[src/rtl/wam_ctl_pkg.sv]
// Shared types and constants for the whac-a-mole round scheduler.
// State encodings, the LFSR tap mask and the default timing values.
package wam_ctl_pkg;

    typedef enum logic [2:0] {
        ST_IDLE = 3'd0,
        ST_PICK = 3'd1,
        ST_SHOW = 3'd2,
        ST_GAP  = 3'd3,
        ST_OVER = 3'd4
    } state_t;

    // Taps 8,6,5,4 of a left-shifting Fibonacci LFSR (bits 7,5,4,3).
    localparam logic [7:0] LFSR_TAPS = 8'hB8;

    localparam int         DEF_SHOW_INIT = 16;
    localparam int         DEF_SHOW_MIN  = 4;
    localparam int         DEF_SHOW_STEP = 2;
    localparam int         DEF_LVL_HITS  = 8;
    localparam int         DEF_GAP_TICKS = 4;
    localparam int         DEF_ROUNDS    = 32;
    localparam logic [7:0] DEF_SEED      = 8'hA5;

    // Shrink the show window by one step, never going below the floor.
    function automatic logic [4:0] shrink_show(input logic [4:0] cur,
                                               input logic [4:0] step,
                                               input logic [4:0] floor_v);
        logic [5:0] lim;
        lim = {1'b0, floor_v} + {1'b0, step};
        if ({1'b0, cur} >= lim) return cur - step;
        return floor_v;
    endfunction

endpackage

[src/rtl/wam_ctl_if.sv]
// Signal bundle between the time base / tap logic and the round scheduler.
// There is no valid/ready handshake: start is a level, tick and hit are one-cycle strobes, and every output is a register whose pulses last exactly one clock.
interface wam_ctl_if;
    import wam_ctl_pkg::*;

    logic       start;
    logic       tick;
    logic [7:0] hit;
    logic [7:0] mole;
    logic       hit_p;
    logic       miss_p;
    logic       wrong_p;
    logic [5:0] round;
    logic [2:0] level;
    logic       busy;
    logic       game_over;
    state_t     state;
    logic [7:0] lfsr;

    modport master (
        output start, tick, hit,
        input  mole, hit_p, miss_p, wrong_p, round, level, busy, game_over, state, lfsr
    );

    modport slave (
        input  start, tick, hit,
        output mole, hit_p, miss_p, wrong_p, round, level, busy, game_over, state, lfsr
    );

endinterface

[src/rtl/wam_lfsr.sv]
// 8-bit Fibonacci LFSR with enable; also used by the LED pattern logic.
// Seed must be non-zero or the register locks up at zero.
module wam_lfsr
    import wam_ctl_pkg::*;
#(
    parameter logic [7:0] SEED = DEF_SEED
) (
    input  logic       clk,
    input  logic       clr_n,
    input  logic       en,
    output logic [7:0] q
);

    always_ff @(posedge clk or negedge clr_n) begin
        if (!clr_n) begin
            q <= SEED;
        end else if (en) begin
            q <= {q[6:0], ^(q & LFSR_TAPS)};
        end
    end

endmodule

[src/rtl/wam_ctl.sv]
// Whac-a-mole round scheduler: picks a hole, times the show window, reports
// hit/miss/wrong events and tightens the window as the hit count rises.
module wam_ctl
    import wam_ctl_pkg::*;
#(
    parameter int         NHOLE     = 8,
    parameter int         SHOW_INIT = DEF_SHOW_INIT,
    parameter int         SHOW_MIN  = DEF_SHOW_MIN,
    parameter int         SHOW_STEP = DEF_SHOW_STEP,
    parameter int         LVL_HITS  = DEF_LVL_HITS,
    parameter int         GAP_TICKS = DEF_GAP_TICKS,
    parameter int         ROUNDS    = DEF_ROUNDS,
    parameter logic [7:0] SEED      = DEF_SEED
) (
    input  logic     clk,
    input  logic     clr_n,
    wam_ctl_if.slave bus
);

    state_t           state_q, state_d;
    logic [NHOLE-1:0] mole_q, mole_d;
    logic [4:0]       tcnt_q, tcnt_d;
    logic [4:0]       show_q, show_d;
    logic [5:0]       round_q, round_d;
    logic [2:0]       level_q, level_d;
    logic [2:0]       prev_q, prev_d;
    logic [3:0]       hcnt_q, hcnt_d;
    logic             hit_p_q, hit_p_d;
    logic             miss_p_q, miss_p_d;
    logic             wrong_p_q, wrong_p_d;
    logic             busy_q, over_q;
    logic             lfsr_en;
    logic [7:0]       lfsr;
    logic [2:0]       cand, hole;

    wam_lfsr #(.SEED(SEED)) u_lfsr (
        .clk   (clk),
        .clr_n (clr_n),
        .en    (lfsr_en),
        .q     (lfsr)
    );

    always_ff @(posedge clk or negedge clr_n) begin
        if (!clr_n) begin
            state_q   <= ST_IDLE;
            mole_q    <= '0;
            tcnt_q    <= '0;
            show_q    <= 5'(SHOW_INIT);
            round_q   <= '0;
            level_q   <= '0;
            prev_q    <= '0;
            hcnt_q    <= '0;
            hit_p_q   <= 1'b0;
            miss_p_q  <= 1'b0;
            wrong_p_q <= 1'b0;
            busy_q    <= 1'b0;
            over_q    <= 1'b0;
        end else begin
            state_q   <= state_d;
            mole_q    <= mole_d;
            tcnt_q    <= tcnt_d;
            show_q    <= show_d;
            round_q   <= round_d;
            level_q   <= level_d;
            prev_q    <= prev_d;
            hcnt_q    <= hcnt_d;
            hit_p_q   <= hit_p_d;
            miss_p_q  <= miss_p_d;
            wrong_p_q <= wrong_p_d;
            busy_q    <= (state_d == ST_PICK) || (state_d == ST_SHOW) || (state_d == ST_GAP);
            over_q    <= (state_d == ST_OVER);
        end
    end

    always_comb begin
        state_d   = state_q;
        mole_d    = mole_q;
        tcnt_d    = tcnt_q;
        show_d    = show_q;
        round_d   = round_q;
        level_d   = level_q;
        prev_d    = prev_q;
        hcnt_d    = hcnt_q;
        hit_p_d   = 1'b0;
        miss_p_d  = 1'b0;
        wrong_p_d = 1'b0;
        lfsr_en   = 1'b0;
        // The LFSR advances on entry to PICK, so here it already holds the new value.
        cand      = lfsr[2:0];
        hole      = (cand == prev_q) ? cand + 3'd1 : cand;

        case (state_q)
            ST_IDLE, ST_OVER: begin
                mole_d = '0;
                if (bus.start) begin
                    state_d = ST_PICK;
                    round_d = '0;
                    level_d = '0;
                    hcnt_d  = '0;
                    show_d  = 5'(SHOW_INIT);
                    lfsr_en = 1'b1;
                end
            end
            ST_PICK: begin
                mole_d  = NHOLE'(1) << hole;
                prev_d  = hole;
                tcnt_d  = show_q;
                state_d = ST_SHOW;
            end
            ST_SHOW: begin
                // prev_q is the hole currently shown.
                if (bus.hit[prev_q]) begin
                    hit_p_d = 1'b1;
                    mole_d  = '0;
                    tcnt_d  = 5'(GAP_TICKS);
                    state_d = ST_GAP;
                    if (hcnt_q == 4'(LVL_HITS - 1)) begin
                        hcnt_d = '0;
                        if (level_q != 3'd7) level_d = level_q + 3'd1;
                        show_d = shrink_show(show_q, 5'(SHOW_STEP), 5'(SHOW_MIN));
                    end else begin
                        hcnt_d = hcnt_q + 4'd1;
                    end
                end else if (|bus.hit) begin
                    wrong_p_d = 1'b1;
                end else if (bus.tick) begin
                    if (tcnt_q <= 5'd1) begin
                        miss_p_d = 1'b1;
                        mole_d   = '0;
                        tcnt_d   = 5'(GAP_TICKS);
                        state_d  = ST_GAP;
                    end else begin
                        tcnt_d = tcnt_q - 5'd1;
                    end
                end
            end
            ST_GAP: begin
                mole_d = '0;
                if (bus.tick) begin
                    if (tcnt_q <= 5'd1) begin
                        round_d = round_q + 6'd1;
                        if (round_q + 6'd1 == 6'(ROUNDS)) begin
                            state_d = ST_OVER;
                        end else begin
                            state_d = ST_PICK;
                            lfsr_en = 1'b1;
                        end
                    end else begin
                        tcnt_d = tcnt_q - 5'd1;
                    end
                end
            end
            default: begin
                state_d = ST_IDLE;
                mole_d  = '0;
            end
        endcase
    end

    assign bus.mole      = mole_q;
    assign bus.hit_p     = hit_p_q;
    assign bus.miss_p    = miss_p_q;
    assign bus.wrong_p   = wrong_p_q;
    assign bus.round     = round_q;
    assign bus.level     = level_q;
    assign bus.busy      = busy_q;
    assign bus.game_over = over_q;
    assign bus.state     = state_q;
    assign bus.lfsr      = lfsr;

endmodule

[src/flat_wrapper.sv]
// flat-port wrapper written by rule: the top's interface ports become plain ports
module wam_ctl_flat import wam_ctl_pkg::*;
#(
    parameter int         NHOLE     = 8,
    parameter int         SHOW_INIT = DEF_SHOW_INIT,
    parameter int         SHOW_MIN  = DEF_SHOW_MIN,
    parameter int         SHOW_STEP = DEF_SHOW_STEP,
    parameter int         LVL_HITS  = DEF_LVL_HITS,
    parameter int         GAP_TICKS = DEF_GAP_TICKS,
    parameter int         ROUNDS    = DEF_ROUNDS,
    parameter logic [7:0] SEED      = DEF_SEED
)
  (clk, clr_n, bus_start, bus_tick, bus_hit, bus_mole, bus_hit_p, bus_miss_p, bus_wrong_p, bus_round, bus_level, bus_busy, bus_game_over, bus_state, bus_lfsr);
  wam_ctl_if bus_i ();
  input  logic clk;
  input  logic clr_n;
  input wire logic [$bits(bus_i.start)-1:0] bus_start;
  input wire logic [$bits(bus_i.tick)-1:0] bus_tick;
  input wire logic [$bits(bus_i.hit)-1:0] bus_hit;
  output wire logic [$bits(bus_i.mole)-1:0] bus_mole;
  output wire logic [$bits(bus_i.hit_p)-1:0] bus_hit_p;
  output wire logic [$bits(bus_i.miss_p)-1:0] bus_miss_p;
  output wire logic [$bits(bus_i.wrong_p)-1:0] bus_wrong_p;
  output wire logic [$bits(bus_i.round)-1:0] bus_round;
  output wire logic [$bits(bus_i.level)-1:0] bus_level;
  output wire logic [$bits(bus_i.busy)-1:0] bus_busy;
  output wire logic [$bits(bus_i.game_over)-1:0] bus_game_over;
  output wire logic [$bits(bus_i.state)-1:0] bus_state;
  output wire logic [$bits(bus_i.lfsr)-1:0] bus_lfsr;
  assign bus_i.start = bus_start;
  assign bus_i.tick = bus_tick;
  assign bus_i.hit = bus_hit;
  assign bus_mole = bus_i.mole;
  assign bus_hit_p = bus_i.hit_p;
  assign bus_miss_p = bus_i.miss_p;
  assign bus_wrong_p = bus_i.wrong_p;
  assign bus_round = bus_i.round;
  assign bus_level = bus_i.level;
  assign bus_busy = bus_i.busy;
  assign bus_game_over = bus_i.game_over;
  assign bus_state = bus_i.state;
  assign bus_lfsr = bus_i.lfsr;
  wam_ctl #(.NHOLE(NHOLE), .SHOW_INIT(SHOW_INIT), .SHOW_MIN(SHOW_MIN), .SHOW_STEP(SHOW_STEP), .LVL_HITS(LVL_HITS), .GAP_TICKS(GAP_TICKS), .ROUNDS(ROUNDS), .SEED(SEED)) u_core (.clk(clk), .clr_n(clr_n), .bus(bus_i));
endmodule
[config.mk]
export PLATFORM = sky130hd
export DESIGN_NAME = wam_ctl_flat
export DESIGN_NICKNAME = d
export VERILOG_FILES = /design/src/rtl/wam_ctl_pkg.sv /design/src/rtl/wam_ctl_if.sv /design/src/rtl/wam_lfsr.sv /design/src/rtl/wam_ctl.sv /design/src/flat_wrapper.sv
export SDC_FILE = /design/constraint.sdc
export NUM_CORES = 1
export LEC_CHECK = 0
export ABC_CLOCK_PERIOD_IN_PS = 5350
export CAP_MARGIN = 20
export CORE_ASPECT_RATIO = 1.5
export CORE_MARGIN = 2
export CORE_UTILIZATION = 29
export DETAILED_ROUTE_END_ITERATION = 12
export GPL_TIMING_DRIVEN = 0
export RECOVER_POWER = 100
export SLEW_MARGIN = 10
export SYNTH_ARGS = -nofsm -noshare
export SYNTH_HDL_FRONTEND = slang
export SYNTH_HIERARCHICAL = 1
export SYNTH_SLANG_ARGS = --single-unit
[constraint.sdc]
create_clock -name clk -period 5.35 [get_ports clk]
set_clock_uncertainty 0.15 [all_clocks]
set_input_delay 0.8025 -clock clk [delete_from_list [all_inputs] [get_ports clk]]
set_output_delay 0.8025 -clock clk [all_outputs]
set_load 0.03 [all_outputs]
==> metrics list, run 1 <==
- The flow ran to the end, but the final reports show violations.
- The final reports fail on max-capacitance violations, max-slew violations.
- In this run, post-CTS repair resized a total of 0 instances.
* Synth Net Count: 290
- R2R setup slack: 2.62 ns
- Crit Reg-Reg Startpoint: u_core/bus.state[0]
- Metal3 WL: 323 um
- At the worst endpoint, the arrival time is 2.95 ns.
- After legalization and detailed placement, the total HPWL measured 5090 um.
- The first global-routing pass estimated 11100 um of wire.
- Endpoints failing hold: 0
* Top area cells in the synthesized netlist: sky130_fd_sc_hd__dfrtp_1 40%, sky130_fd_sc_hd__dfstp_2 4.7%, sky130_fd_sc_hd__ha_1 4.1%
- For the pin with the worst max-slew slack, the measured transition is 1.50 ns.
- Unrepaired setup endpoints after global routing: no
* Clock slew seen by the registers of the worst setup and hold paths: 0.06 ns
* Type of element launching the critical path: input port
* Share of synthesized cell area in full adder, half adder and majority cells: 4.06%
- Unique masters post-synth: 58
- By area, the combinational part of the netlist is dominated by compound AO/OA/AOI/OAI gates.
- The floorplan has 43 rows.
- Summed over all layers, the routed wires come to 6580 um.
* Vias in the first global route: 2284
- Dividing the detail-routed via count by the number of cells gives 5.29.
- After the last flow step, the layout net total stands at 342.
* Worst hold path class: reg2reg
- In this run the tightest slew margin relative to its limit is -0.331%.
* I/O Pins: 45
- Before CTS, the worst setup slack after placement is 2.40 ns.
- The number of antenna violations at the first check in global routing was 0.
* Maximum fanout count along the critical path: 10
- EDFF count, synth: 0
- Entering global routing, the biggest net connects 28 pins.
- The Yosys step of the flow raised 6 warnings.
* Final-report max-slew violation count: 27
- The repair_antennas step left the layout with diodes totalling 0.
* Total Negative Setup Slacks: 0 ns
- Once the floorplan was initialized, standard cells occupied 29.9% of the core.
* Top layer used by detailed routing: met4
* PwrDens: 433 nW/um2
- Worst setup EP type: flip-flop
* Vertical extent of the die: 124 um
* DR WL/cell: 15.2 um
- Number of H-tree levels: 2
- Clock tree from TritonCTS: done
- IR analysis of the VDD net gives a maximum drop of 0.000222 V.
- Setup violations remaining at the end of the flow were counted as 0.
* Final period util: 54.9%
- DR iter-0 viols: 126
* Post-CTS setup buffers: 0
- Number of iterations in the first detailed-routing pass: 4
* Share of the yosys chip area belonging to registers: 44.5%
- Depth of the worst register-to-register path: 8
* Remaining DRCs: 0
- Number of routed nets with antenna violations: 0
- For this design, the CTS-stage hold fixing added 0 buffers.
* Number of synthesized register bits: 49
* Cell depth of the worst hold path: 1
- For this run, asynchronously set or reset flops after synthesis account for 100%.
* Top-area cell type share of the netlist area: 39.7%
- Maximum clock insertion buffer count: 2
- Area of the core: 9250 um2
* FILL cells: 957
- Worst setup slack after layout: 2.41 ns
- Clock root buffer master: sky130_fd_sc_hd__clkbuf_16
- End point of the worst hold path: u_core/show_q[4]
- Vias: 2298
- Top cell type by total area after synthesis: sky130_fd_sc_hd__dfrtp_1
* Pleak: 0.00154 uW
- At the worst endpoint, the required time is 5.37 ns.
- CTS Buf Count: 5
- Post-synthesis to final-layout area growth: 24.2%
- The smallest clock period supported by the final layout is computed as 2.94 ns.
- Horizontal die dimension: 83.8 um
* Maxcap violations: 1
- Routability-driven placement finished with a final weighted congestion of 0.875.
* Compound-Gate Fraction of Synth Area: 22.3%
- Global routing consumed, over all layers together, 13.2% of the routing resources.
- Clock Sink Count: 49
- Critical path class: in2reg
- Mux share of post-synthesis cell area: 6.28%
* M1 WL: 2770 um
- The post-route netlist has 10.9% of its cells at a drive strength greater than 1.
- In the final layout, flip-flops and latches occupy 1230 um2.
* Dominant register cell in the synthesized netlist: sky130_fd_sc_hd__dfrtp_1
- Post-synthesis average cell area: 10.3 um2
* Total of buffers placed on input and output ports: 44
- The clock reaches the later pin of the worst-skew pair after 0.28 ns.
- Global routing finished with a remaining overflow of 0.
- Detailed route wirelength on metal2: 3340 um
- Total area of multi-input combinational cells: 1400 um2
- End of the worst register-to-register path: u_core/u_lfsr/q[4]
* XOR/XNOR Fraction of Synth Area: 2.80%
* Synth Instances: 269
- After Yosys synthesis, and, or, nand and nor cells account for 16.3% of the synthesized area.
- For this run, the top clock speed supported by timing is 0.341 GHz.
- Total Die Area: 10400 um2
- The mapped netlist covers 2770 um2.
- Min-delay src: u_core/show_q[4]
==> where the power goes <==
group | total [uW] | internal [uW] | switching, uW
sequential | 543 | 454 | 89.3
clock | 303 | 174 | 129
combinational | 644 | 261 | 382
total | 1490 | 889 | 601
==> cell usage after synthesis (4+ instances only) <==
master	number
sky130_fd_sc_hd__nor2_1	14
sky130_fd_sc_hd__a22o_1	10
sky130_fd_sc_hd__ha_1	9
sky130_fd_sc_hd__and2_1	4
sky130_fd_sc_hd__dfrtp_1	44
sky130_fd_sc_hd__and3_1	4
sky130_fd_sc_hd__nor2b_1	5
sky130_fd_sc_hd__dfstp_2	5
sky130_fd_sc_hd__mux2_2	8
sky130_fd_sc_hd__nor3_1	6
sky130_fd_sc_hd__a31oi_1	7
sky130_fd_sc_hd__a21oi_1	6
sky130_fd_sc_hd__inv_1	14
sky130_fd_sc_hd__a32o_1	7
sky130_fd_sc_hd__mux2i_1	4
sky130_fd_sc_hd__nand3_1	14
sky130_fd_sc_hd__xnor2_1	6
sky130_fd_sc_hd__nand2_1	19
sky130_fd_sc_hd__o21ai_0	20
sky130_fd_sc_hd__buf_2	5
==> worst max-delay path, stage by stage <==
cell                            delay (ns)
sky130_fd_sc_hd__dlygate4sd3_1        0.67
sky130_fd_sc_hd__nand4_1              0.24
sky130_fd_sc_hd__clkbuf_1             0.28
sky130_fd_sc_hd__o21ai_0              0.19
sky130_fd_sc_hd__clkbuf_1             0.38
sky130_fd_sc_hd__mux2_2               0.38
==> state kept, by name, indices dropped and copies added, names as in the netlist, 3 cells and up <==
signal / cells
u_core/show_q: 4
u_core/hcnt_q: 4
u_core/prev_q: 3
u_core/bus.state: 3
u_core/bus.mole: 8
u_core/bus.round: 6
u_core/u_lfsr/q: 8
u_core/bus.level: 3
u_core/tcnt_q: 5
==> area by class of cell <==
class / instances / share of cell area, %
Timing Repair Buffer: 45 / 12.7
Sequential cell: 49 / 35.8
Clock inverter: 1 / 0.218
Multi-Input combinational cell: 198 / 40.6
Inverter: 14 / 1.53
Tap cell: 112 / 4.07
Buffer: 8 / 1.24
Clock buffer: 7 / 3.85
==> stage by stage <==
stage	hold WS (ns)	util (%)	power, uW	cell area (um2)	instances
after floorplan	0.320	-	1040	2770	269
after global placement	0.328	36.2	1220	3350	425
after detailed placement	0.338	36.4	1240	3370	426
after CTS	0.344	37.9	1560	3510	434
after global routing	0.360	37.2	1610	3440	434
final	0.342	37.2	1490	3440	434
==> kinds of logic (layout without fill, tap and decap cells) <==
kind of cell	count (synthesis)	in the layout
AO/OA/AOI/OAI	82	82
XOR/XNOR	8	8
adder cells (fa/ha/maj)	9	9
buffers and inverters	22	75
flip-flops	49	49
multiplexers	15	15
AND/OR/NAND/NOR	84	84
==> worst max path at each step <==
stage | from | depth (start not counted) | slack, ns | endpoint
after floorplan | u_core/bus.state[0] | 8 | 2.95 | u_core/u_lfsr/q[1]
after global placement | clr_n | 1 | 1.77 | u_core/bus.mole[2]
after detailed placement | bus_tick | 6 | 2.40 | u_core/u_lfsr/q[4]
after CTS | bus_tick | 6 | 2.67 | u_core/u_lfsr/q[4]
after global routing | clr_n | 2 | 1.98 | u_core/show_q[2]
final | bus_tick | 6 | 2.41 | u_core/u_lfsr/q[4]
==> layout by cell type (no fill, tap or decap), types with 3 or more instances in the layout <==
master / synthesis / layout
sky130_fd_sc_hd__mux2i_1: 4 / 5
sky130_fd_sc_hd__nand2_1: 19 / 19
sky130_fd_sc_hd__nor4_1: 3 / 3
sky130_fd_sc_hd__and2_1: 4 / 3
sky130_fd_sc_hd__buf_2: 5 / 4
sky130_fd_sc_hd__clkbuf_1: 1 / 7
sky130_fd_sc_hd__dfstp_2: 5 / 4
sky130_fd_sc_hd__nor2b_1: 5 / 5
sky130_fd_sc_hd__nand2b_1: 3 / 3
sky130_fd_sc_hd__a32o_1: 7 / 7
sky130_fd_sc_hd__dfrtp_1: 44 / 44
sky130_fd_sc_hd__a22o_1: 10 / 10
sky130_fd_sc_hd__nor2_1: 14 / 14
sky130_fd_sc_hd__clkdlybuf4s50_1: 0 / 8
sky130_fd_sc_hd__nand3_1: 14 / 16
sky130_fd_sc_hd__dlygate4sd3_1: 0 / 35
sky130_fd_sc_hd__xnor2_1: 6 / 7
sky130_fd_sc_hd__a21oi_1: 6 / 7
sky130_fd_sc_hd__ha_1: 9 / 9
sky130_fd_sc_hd__o21ai_0: 20 / 22
sky130_fd_sc_hd__a31oi_1: 7 / 7
sky130_fd_sc_hd__and3_1: 4 / 4
sky130_fd_sc_hd__a31o_2: 3 / 3
sky130_fd_sc_hd__mux2_2: 8 / 8
sky130_fd_sc_hd__nor3_1: 6 / 6
sky130_fd_sc_hd__o21bai_1: 3 / 3
sky130_fd_sc_hd__inv_1: 14 / 14
sky130_fd_sc_hd__clkbuf_16: 0 / 5
==> metal layers <==
layer	global-route usage, %	up-vias
met4	4.54	0
met2	23.2	69
li1	-	1101
met3	2.58	13
met5	0	-
met1	16.3	1115
No activity file was read; power rests on OpenSTA's default activity.
==> run 2: changes to the inputs <==
ABC_CLOCK_PERIOD_IN_PS = 2600   (was 5350)
clock period = 2.6 ns   (was 5.35 ns; I/O delays follow)
==> metrics list, run 2 (synthesis gave the netlist of run 1 again) <==
- The pin count of the biggest net entering global routing came to 28 (unchanged).
- Count of placed standard cells including taps: 426 (unchanged)
* Maxcap violations: 0 (-1)
- R2R setup slack: 0.18 ns (-2.44 ns)
- The worst path uses 93.2% of the clock period.
* Final critical path time including I/O delays and setup: 2.42 ns
- The total routing usage reported by global routing came to 13.2% (unchanged).
- Clock tree from TritonCTS: done
* DR iter-0 viols: 122 (-3.2%)
- Post-synthesis to final-layout area growth: 26.3%
- Depth of the worst register-to-register path: 8 (unchanged)
* Max IR drop VDD: 0.000470 V (+110%)
* Critical path class: reg2reg
- The vias after detailed routing was 2325 (+1.2%).
* Remaining DRCs: 0 (unchanged)
- The clock transition at the register clock pins on the worst setup and hold paths after CTS was 0.07 ns (about the same).
- The fraction of final layout cells with drive strength greater than 1 came to 13.0% (+2.1 points).
- The count of cells along the worst hold path came to 1 (unchanged).
* Switching part of the total: 40.3% (about the same)
- Number of H-tree levels: 2 (unchanged)
* Maximum fanout count along the critical path: 10 (unchanged)
* Setup WS pre-CTS: 0.0595 ns (-2.34 ns)
* Antenna violations before repair: 0 (unchanged)
- Post-layout instance count excluding filler cells: 436 (+0.46%)
- The post-detailed-route via-to-cell ratio came to 5.33 (+0.71%).
- The die outline area came to 10400 um2 (unchanged).
- Number of iterations in the first detailed-routing pass: 4 (unchanged)
* CTS Buf Count: 5 (unchanged)
- Wire length of the first global-routing pass: 11100 um (unchanged)
* Slew at the pin closest to its max-slew limit: 1.30 ns (-0.204 ns)
- Overall power: 3100 uW (+110%)
* Crit Reg-Reg Startpoint: u_core/bus.state[0]
* Post-layout net count: 344 (+0.58%)
- The worst setup slack after layout is 0.178 ns (-2.24 ns).
- The part of the power in registers came to 36.1% (-0.4 points).
* Commonest non-fill, non-tap cell in the layout: sky130_fd_sc_hd__dfrtp_1
- The effective utilization at floorplan was 29.9% (unchanged).
* Placed wire-length estimate: 5090 um (unchanged)
* WP data arrival: 2.44 ns (-0.51 ns)
- DR WL/cell: 15.2 um (+0.37%)
- The final weighted congestion in routability-driven placement came to 0.875 (unchanged).
- Unrepaired setup endpoints after global routing: no
* PwrDens: 885 nW/um2 (+100%)
- The number of global-route vias before repair was 2284 (unchanged).
- Endpoints failing hold: 0 (unchanged)
* Horizontal die dimension: 83.8 um (unchanged)
- Gr ovfl total: 0 (unchanged)
* Crit path required time: 2.62 ns (-2.75 ns)
- Post-route core utilization: 37.8% (+0.62 points)
- End point of the worst hold path: u_core/show_q[4]
- The number of antenna-violating nets in the routed design came to 0 (unchanged).
- Final-report max-slew violation count: 0 (-100%)
- The standby leakage power was 0.00155 uW (+0.87%).
* Final-report setup violation count: 0 (unchanged)
* Worst hold path class: reg2reg
- Leaving out fill and tap cells, the most frequent cells in the layout are 44 x sky130_fd_sc_hd__dfrtp_1, 30 x sky130_fd_sc_hd__dlygate4sd3_1, 20 x sky130_fd_sc_hd__o21ai_0, 19 x sky130_fd_sc_hd__nand2_1.
- Internal Pwr Total: 1850 uW (+110%)
* Total net switching power: 1250 uW (+110%)
* Min-delay src: u_core/show_q[4]
- Combinational share of power: 43.7% (+0.5 points)
- Total routed wirelength: 6630 um (+0.84%)
- Clock insertion delay at the later pin of the skew report: 0.29 ns (about the same)
- The floorplan core area was 9250 um2 (unchanged).
- End of the worst register-to-register path: u_core/u_lfsr/q[4]
- STA classifies the critical path endpoint as a flip-flop.
- The maximum buffer depth of the clock tree is 2 (unchanged).
* N_diodes: 0 (unchanged)
- The top-level I/O count is 45 (unchanged).
* Total of buffers placed on input and output ports: 44 (unchanged)
- Number of standard-cell rows in the floorplan: 43 (unchanged)
- The clock power share was 20.2% (about the same).
- The die extent in y is 124 um (unchanged).
- The headroom to the max-slew limit is 13.2% (+14 points).
* Type of element launching the critical path: flip-flop
- The clock sink count is 49 (unchanged).
- Result of the run: completed
* Top achievable clock speed: 0.413 GHz
- Clock root buffer master: sky130_fd_sc_hd__clkbuf_16
* Total Negative Setup Slacks: 0 ns (unchanged)
run 2: how the worst max path moves through the flow:
stage / from / to / slack (ns) / cells after the start
6_report: u_core/bus.state[0] / u_core/u_lfsr/q[4] / 0.18 / 8
5_1_grt: u_core/bus.state[0] / u_core/u_lfsr/q[6] / 0.008 / 8
4_1_cts: u_core/bus.state[0] / u_core/u_lfsr/q[4] / 0.02 / 8
3_5_place_dp: u_core/bus.state[0] / u_core/u_lfsr/q[4] / 0.06 / 8
3_3_place_gp: clr_n / u_core/bus.mole[2] / -0.57 / 1
2_1_floorplan: u_core/bus.state[0] / u_core/u_lfsr/q[1] / 0.20 / 8
run 2: per-stage QoR:
stage / area (um2) / hold slack (ns)
5_1_grt: 3500 / 0.360
3_5_place_dp: 3370 / 0.256
6_report: 3500 / 0.343
3_3_place_gp: 3350 / 0.328
2_1_floorplan: 2770 / -0.0556
4_1_cts: 3520 / 0.344
run 2: timing repair:
item,in CTS,in global routing
gates resized for setup,0,3
setup endpoints to repair,0,7
buffers inserted,0,1
endpoints found under the hold margin,18,0
hold buffers,1,0
run 2: worst max-delay path, cell delays in order (launching register included):
cell and delay [ns]:
sky130_fd_sc_hd__dfrtp_1 0.36, sky130_fd_sc_hd__buf_2 0.22, sky130_fd_sc_hd__and3b_1 0.20, sky130_fd_sc_hd__buf_2 0.22, sky130_fd_sc_hd__nand4_1 0.18, sky130_fd_sc_hd__clkbuf_2 0.23
sky130_fd_sc_hd__o21ai_0 0.17, sky130_fd_sc_hd__clkbuf_4 0.23, sky130_fd_sc_hd__mux2_2 0.34
run 2: per-layer routing:
layer  share of wire, %  routed length, um  GRT usage (%)
met5                  0                  0              0
met3                5.1                336           2.58
met4                1.4                 93           4.54
met1                 42               2790           16.3
met2                 51               3410           23.2
run 2: layout make-up:
class / count / area (um2)
buffer: 8 / 55.1
clock buffer: 7 / 133
clock inverter: 1 / 7.51
fill: 950 / 5750
inverter: 14 / 52.6
multi-input combinational: 198 / 1410
sequential: 49 / 1230
tap: 112 / 140
timing repair buffer: 47 / 468
run 2: power by group through the flow:
stage          logic, uW  registers [uW]  clock network (uW)
6_report            1350            1120                 625
5_1_grt             1500            1150                 682
4_1_cts             1420            1130                 650
3_3_place_gp        1380            1130                   0
2_1_floorplan        926            1220                   0
3_5_place_dp        1410            1140                   0
